===== src/rtl/uart_tx_arbiter.sv =====
// uart_tx_arbiter: round-robin arbiter sharing one uart_bytes_tx sender among N_REQ requesters,
// with an inter-frame gap after each done pulse and a watchdog on the done wait.
module uart_tx_arbiter #(
    parameter int N_REQ       = 4,
    parameter int BYTES       = 5,
    parameter int GAP_CYC     = 16,
    parameter int TIMEOUT_CYC = 100000
) (
    input  logic                     sys_clk,
    input  logic                     sys_rst_n,
    input  logic [N_REQ-1:0]         req_vld,
    input  logic [N_REQ*BYTES*8-1:0] req_data,
    output logic [N_REQ-1:0]         req_ack,
    output logic                     tx_bytes_en,
    output logic [BYTES*8-1:0]       tx_bytes_data,
    input  logic                     tx_bytes_done,
    output logic [$clog2(N_REQ)-1:0] grant_id,
    output logic                     busy,
    output logic                     err_timeout
);
    localparam int IW = $clog2(N_REQ);
    localparam int FW = BYTES * 8;
    localparam int CMAX = (GAP_CYC > TIMEOUT_CYC) ? GAP_CYC : TIMEOUT_CYC;
    localparam int CW = $clog2(CMAX + 2);
    localparam logic [CW-1:0] GAP_LAST = CW'(GAP_CYC > 0 ? GAP_CYC - 1 : 0);
    localparam logic [CW-1:0] WDT_LAST = CW'(TIMEOUT_CYC > 0 ? TIMEOUT_CYC - 1 : 0);
    localparam logic [IW-1:0] PTR_RST = IW'(N_REQ - 1);

    typedef enum logic [1:0] {IDLE, ISSUE, WAIT, GAP} state_t;

    state_t           state;
    state_t           state_nx;
    logic [CW-1:0]    cnt;
    logic [CW-1:0]    cnt_nx;
    logic [IW-1:0]    ptr;
    logic [IW-1:0]    win;
    logic [IW-1:0]    idx;
    logic             start;
    logic             timeout;
    logic [N_REQ-1:0] ack_nx;
    logic             busy_nx;
    logic             err_nx;

    // Scan from the far end back toward ptr+1 so the nearest requester after ptr overrides.
    always_comb begin
        win = ptr;
        idx = ptr;
        for (int k = N_REQ; k >= 1; k--) begin
            idx = IW'((int'(ptr) + k) % N_REQ);
            if (req_vld[idx]) win = idx;
        end
    end

    // A done arriving on the final watchdog clock wins over the abort.
    always_comb timeout = (TIMEOUT_CYC != 0) && (cnt == WDT_LAST) && !tx_bytes_done;

    always_ff @(posedge sys_clk or negedge sys_rst_n) begin
        if (!sys_rst_n) begin
            state         <= IDLE;
            cnt           <= '0;
            ptr           <= PTR_RST;
            grant_id      <= '0;
            tx_bytes_data <= '0;
            req_ack       <= '0;
            tx_bytes_en   <= 1'b0;
            busy          <= 1'b0;
            err_timeout   <= 1'b0;
        end else begin
            state       <= state_nx;
            cnt         <= cnt_nx;
            req_ack     <= ack_nx;
            tx_bytes_en <= start;
            busy        <= busy_nx;
            err_timeout <= err_nx;
            if (start) begin
                ptr           <= win;
                grant_id      <= win;
                tx_bytes_data <= req_data[win*FW +: FW];
            end
        end
    end

    always_comb begin
        state_nx = state;
        case (state)
            IDLE:    state_nx = |req_vld ? ISSUE : IDLE;
            ISSUE:   state_nx = WAIT;
            WAIT:    state_nx = (tx_bytes_done || timeout) ? ((GAP_CYC == 0) ? IDLE : GAP) : WAIT;
            GAP:     state_nx = (cnt == GAP_LAST) ? IDLE : GAP;
            default: state_nx = IDLE;
        endcase
    end

    // Next values of the registered outputs; the counter restarts on every state change.
    always_comb begin
        start   = (state == IDLE) && |req_vld;
        ack_nx  = start ? (N_REQ'(1) << win) : '0;
        busy_nx = state_nx != IDLE;
        err_nx  = (state == WAIT) && timeout;
        cnt_nx  = (state_nx == state && (state == WAIT || state == GAP)) ? cnt + 1'b1 : '0;
    end
endmodule

===== config.mk =====
export PLATFORM = sky130hd
export DESIGN_NAME = uart_tx_arbiter
export DESIGN_NICKNAME = d
export VERILOG_FILES = /design/src/rtl/uart_tx_arbiter.sv
export SDC_FILE = /design/constraint.sdc
export NUM_CORES = 1
export LEC_CHECK = 0
export BUFFER_PORTS_ARGS = -buffer_cell sky130_fd_sc_hd__buf_2
export CORE_MARGIN = 2
export CORE_UTILIZATION = 51
export CTS_BUF_LIST = sky130_fd_sc_hd__clkbuf_16
export DETAILED_ROUTE_END_ITERATION = 16
export GPL_ROUTABILITY_DRIVEN = 0
export PLACE_DENSITY = 0.9
export SLEW_MARGIN = 20
export SYNTH_ARGS = -nofsm -noshare
export SYNTH_HDL_FRONTEND = slang
export SYNTH_SLANG_ARGS = --single-unit

===== constraint.sdc =====
create_clock -name sys_clk -period 4 [get_ports sys_clk]
set_input_delay 0.8 -clock sys_clk [delete_from_list [all_inputs] [get_ports sys_clk]]
set_output_delay 0.8 -clock sys_clk [all_outputs]
set_load 0.005 [all_outputs]

==> flow_summary_export.csv <==
group,metric,value,unit
outcome,status,"finished, final reports clean",
timing,fin_crit,2560,ps
setup_path,start_kind,"primary input",
placed_design,dp_hpwl,9.43,mm
yosys,ys.flop_type,"dfrtp_1",
yosys,synth_top_area_cell,"dfrtp_1",
timing,finalMaxSlewViolations,0,
setup_path,crit_required,4190,ps
timing,max_freq,390,MHz
floorplanning,die_area,9420,µm²
route,postRouteAntennaNets,0,
yosys,seq_area_frac_synth,39.7,%
route,routed_wirelength,13.2,mm
yosys,syn_inst,415,
finish,area_growth,31.7,%
finish,regArea,1750,µm²
pwr,p_leak,2.70,nW
pwr,power_frac_seq,33.0,%
placed_design,numPortBuffers,215,
setup_path,r2r_setup_slack,1540,ps
finish,num-nets-final,783,
finish,diodes,0,
yosys,yosys.area.top_type_share,38.5,%
floorplanning,die-height,97.0,µm
floorplanning,start_util,53.2,%
pwr,p_per_area,603,nW/µm²
yosys,syn_area,4420,µm²
yosys,synth_edf_count,0,
route,drt_iter0_markers,207,
floorplanning,die_x,97.0,µm
route,routed_via_density,5.91,
pwr,swShare,37.6,%
clock_network,cts-hold-fix-buffers,0,
pwr,p_int,2.19,mW
pwr,p_switching,1.32,mW
pwr,vdd_drop_max,0.000608,V
clock_network,cts_tree,"built",
route,drtPass1Iterations,5,
clock_network,numCtsBuffers,9,
setup_path,end_kind,"flip-flop",
setup_path,crit_buf_inv,2,
yosys,ys_types,40,
grt,grt-ovfl-total,0,
timing,max-slew-margin-rel,37.6,%
setup_path,crit_arrival,2750,ps
floorplanning,num_io_pins,216,
clock_network,path_clk_slew,50,ps
grt,grt_use_total,27.9,%
route,wl_per_cell,18.2,µm
setup_path,worst_path_dominant_cell_family,"compound AO/OA/AOI/OAI gates",
yosys,synth_warnings,0,
timing,finalSetupViolations,0,
yosys,synth_common_cells,"nor2_1, dfrtp_1, a211oi_2",
clock_network,clock-sinks,70,
route,wl_met3,784,µm
route,met2_wirelength,6.97,mm
min_path,hold_class,"flip-flop to flip-flop",
finish,final_layout_size_suffix_gt1_share,49.8,%
setup_path,crit_slowest_cell,"o21a_2",
yosys,synth_nets,583,
yosys,async_reset_ff_share,100,%
clock_network,clock_path_buffers,2,
pwr,combPwrFrac,43.3,%
grt,grt_max_degree,73,
finish,n_fill_cell,622,
finish,multi_input_area,2460,µm²
setup_path,criticalPathCategory,"primary input to flip-flop",
route,top_layer_used,"met4",
clock_network,root_buffer,"clkbuf_16",
timing,fin_ws,1440,ps
timing,worst_slew_pin_slew,937,ps
floorplanning,design.core.area,8300,µm²
flow_run,cap_viol_max_count,0,
clock_network,cts_setup_buffers,0,
pwr,pwr-share-clk,23.6,%
route,drc,0,
setup_path,path_cells,"buf_2, nor2b_1, o21a_2, nor3_4, buf_12, mux2i_1, a211oi_2",
setup_path,crit_fanout,72,
yosys,synth-seq-cells,70,
grt,grt_first_pass_wirelength,21.7,mm
clock_network,htreeDepth,3,
placed_design,pre_cts_slack,1110,ps
timing,fin_skew,7.83,ps
grt,grt_pass1_vias,4544,
timing,hold_viol_final,0,
timing,timing.final.crit_share,64.1,%
yosys,synth.area.top_cells,"dfrtp_1, a211oi_2, mux2i_1, o31a_1, nor2_1",
clock_network,postCtsResizedCells,0,
route,vias,4286,
yosys,synth_area_per_cell,10.6,µm²
clock_network,clk_latency,320,ps
route,met1_length,5.15,mm
grt,antenna_found_initial,0,
timing,rsz0062_at_grt,"no",
timing,tns,0,ps
setup_path,critPathMaxStageDelay,510,ps
yosys,yosys.cell_count.top_type,"nor2_1",
pwr,p_total,3.50,mW
floorplanning,row_count,33,
cell type report:
type / instances / area share, %
timing repair buffer: 225 / 20.0
sequential: 70 / 30.2
clock buffer: 9 / 3.87
clock inverter: 7 / 1.40
tap: 105 / 2.26
inverter: 1 / 0.0645
multi-input combinational: 308 / 42.2
cells by family (layout without fill, tap and decap cells):
group           Yosys count  in the layout  synth area share (%)
buf+inv                  37            242                  5.27
xor+xnor                 15             15                  2.98
mux                      40             40                  9.07
compound gates          128            128                  29.7
flops                    70             70                  39.7
fa+ha+maj                 1              1                 0.283
simple gates            124            124                  13.0
power by group through the flow:
stage | logic (mW) | clock network [mW] | registers, mW
floorplan | 1.07 | 0 | 1.15
global placement | 1.45 | 0 | 1.15
detailed placement | 1.52 | 0 | 1.16
CTS | 1.53 | 0.842 | 1.15
global route | 1.65 | 0.873 | 1.19
finish | 1.52 | 0.829 | 1.16
state kept, by name (all words and copies together), names as in the netlist:
name,cells
cnt,17
grant_id,2
state,2
tx_bytes_data,40
busy,1
req_ack,4
err_timeout,1
tx_bytes_en,1
ptr,2
per-stage QoR:
stage | area (µm²) | hold slack, ps | utilization, % | instances
3_3_place_gp | 5510 | 481 | 66.4 | 709
4_1_cts | 5820 | 490 | 70.1 | 725
3_5_place_dp | 5510 | 483 | 66.4 | 709
2_1_floorplan | 4420 | 455 | - | 415
6_report | 5820 | 494 | 70.1 | 725
5_1_grt | 5820 | 515 | 70.1 | 725
per-layer routing:
layer  vias up  GRT usage (%)
li1       1967              -
met1      2091           33.7
met2       200           49.7
met3        28           5.20
met4         0           10.1
met5         -              0
worst paths after layout:
check	startpoint	end	depth (start not counted)
min in group asynchronous	sys_rst_n	tx_bytes_data[7]	1
max in group asynchronous	sys_rst_n	tx_bytes_data[29]	2
max	req_vld[1]	tx_bytes_data[27]	7
min	cnt[0]	cnt[0]	1
min reg2reg	cnt[0]	cnt[0]	1
max reg2reg	ptr[0]	tx_bytes_data[27]	6
cell usage in the layout (no fill, tap or decap), drive strengths merged, types with 6 or more instances in the layout:
master,n
nand3,10
o31a,39
xnor2,8
nor3,7
buf,225
clkbuf,9
nor2,70
mux2i,40
a211oi,79
xor2,7
nand2,11
nor4,6
dfrtp,68
worst reg2reg max path, delay by kind of cell, from the launching register on:
| family | cells | cell delay (ps) |
|---|---|---|
| AO/OA/AOI/OAI | 2 | 630 |
| buffers and inverters | 1 | 390 |
| flip-flops | 1 | 550 |
| multiplexers | 1 | 390 |
| AND/OR/NAND/NOR | 2 | 370 |
(Power assumes the default switching activity.)
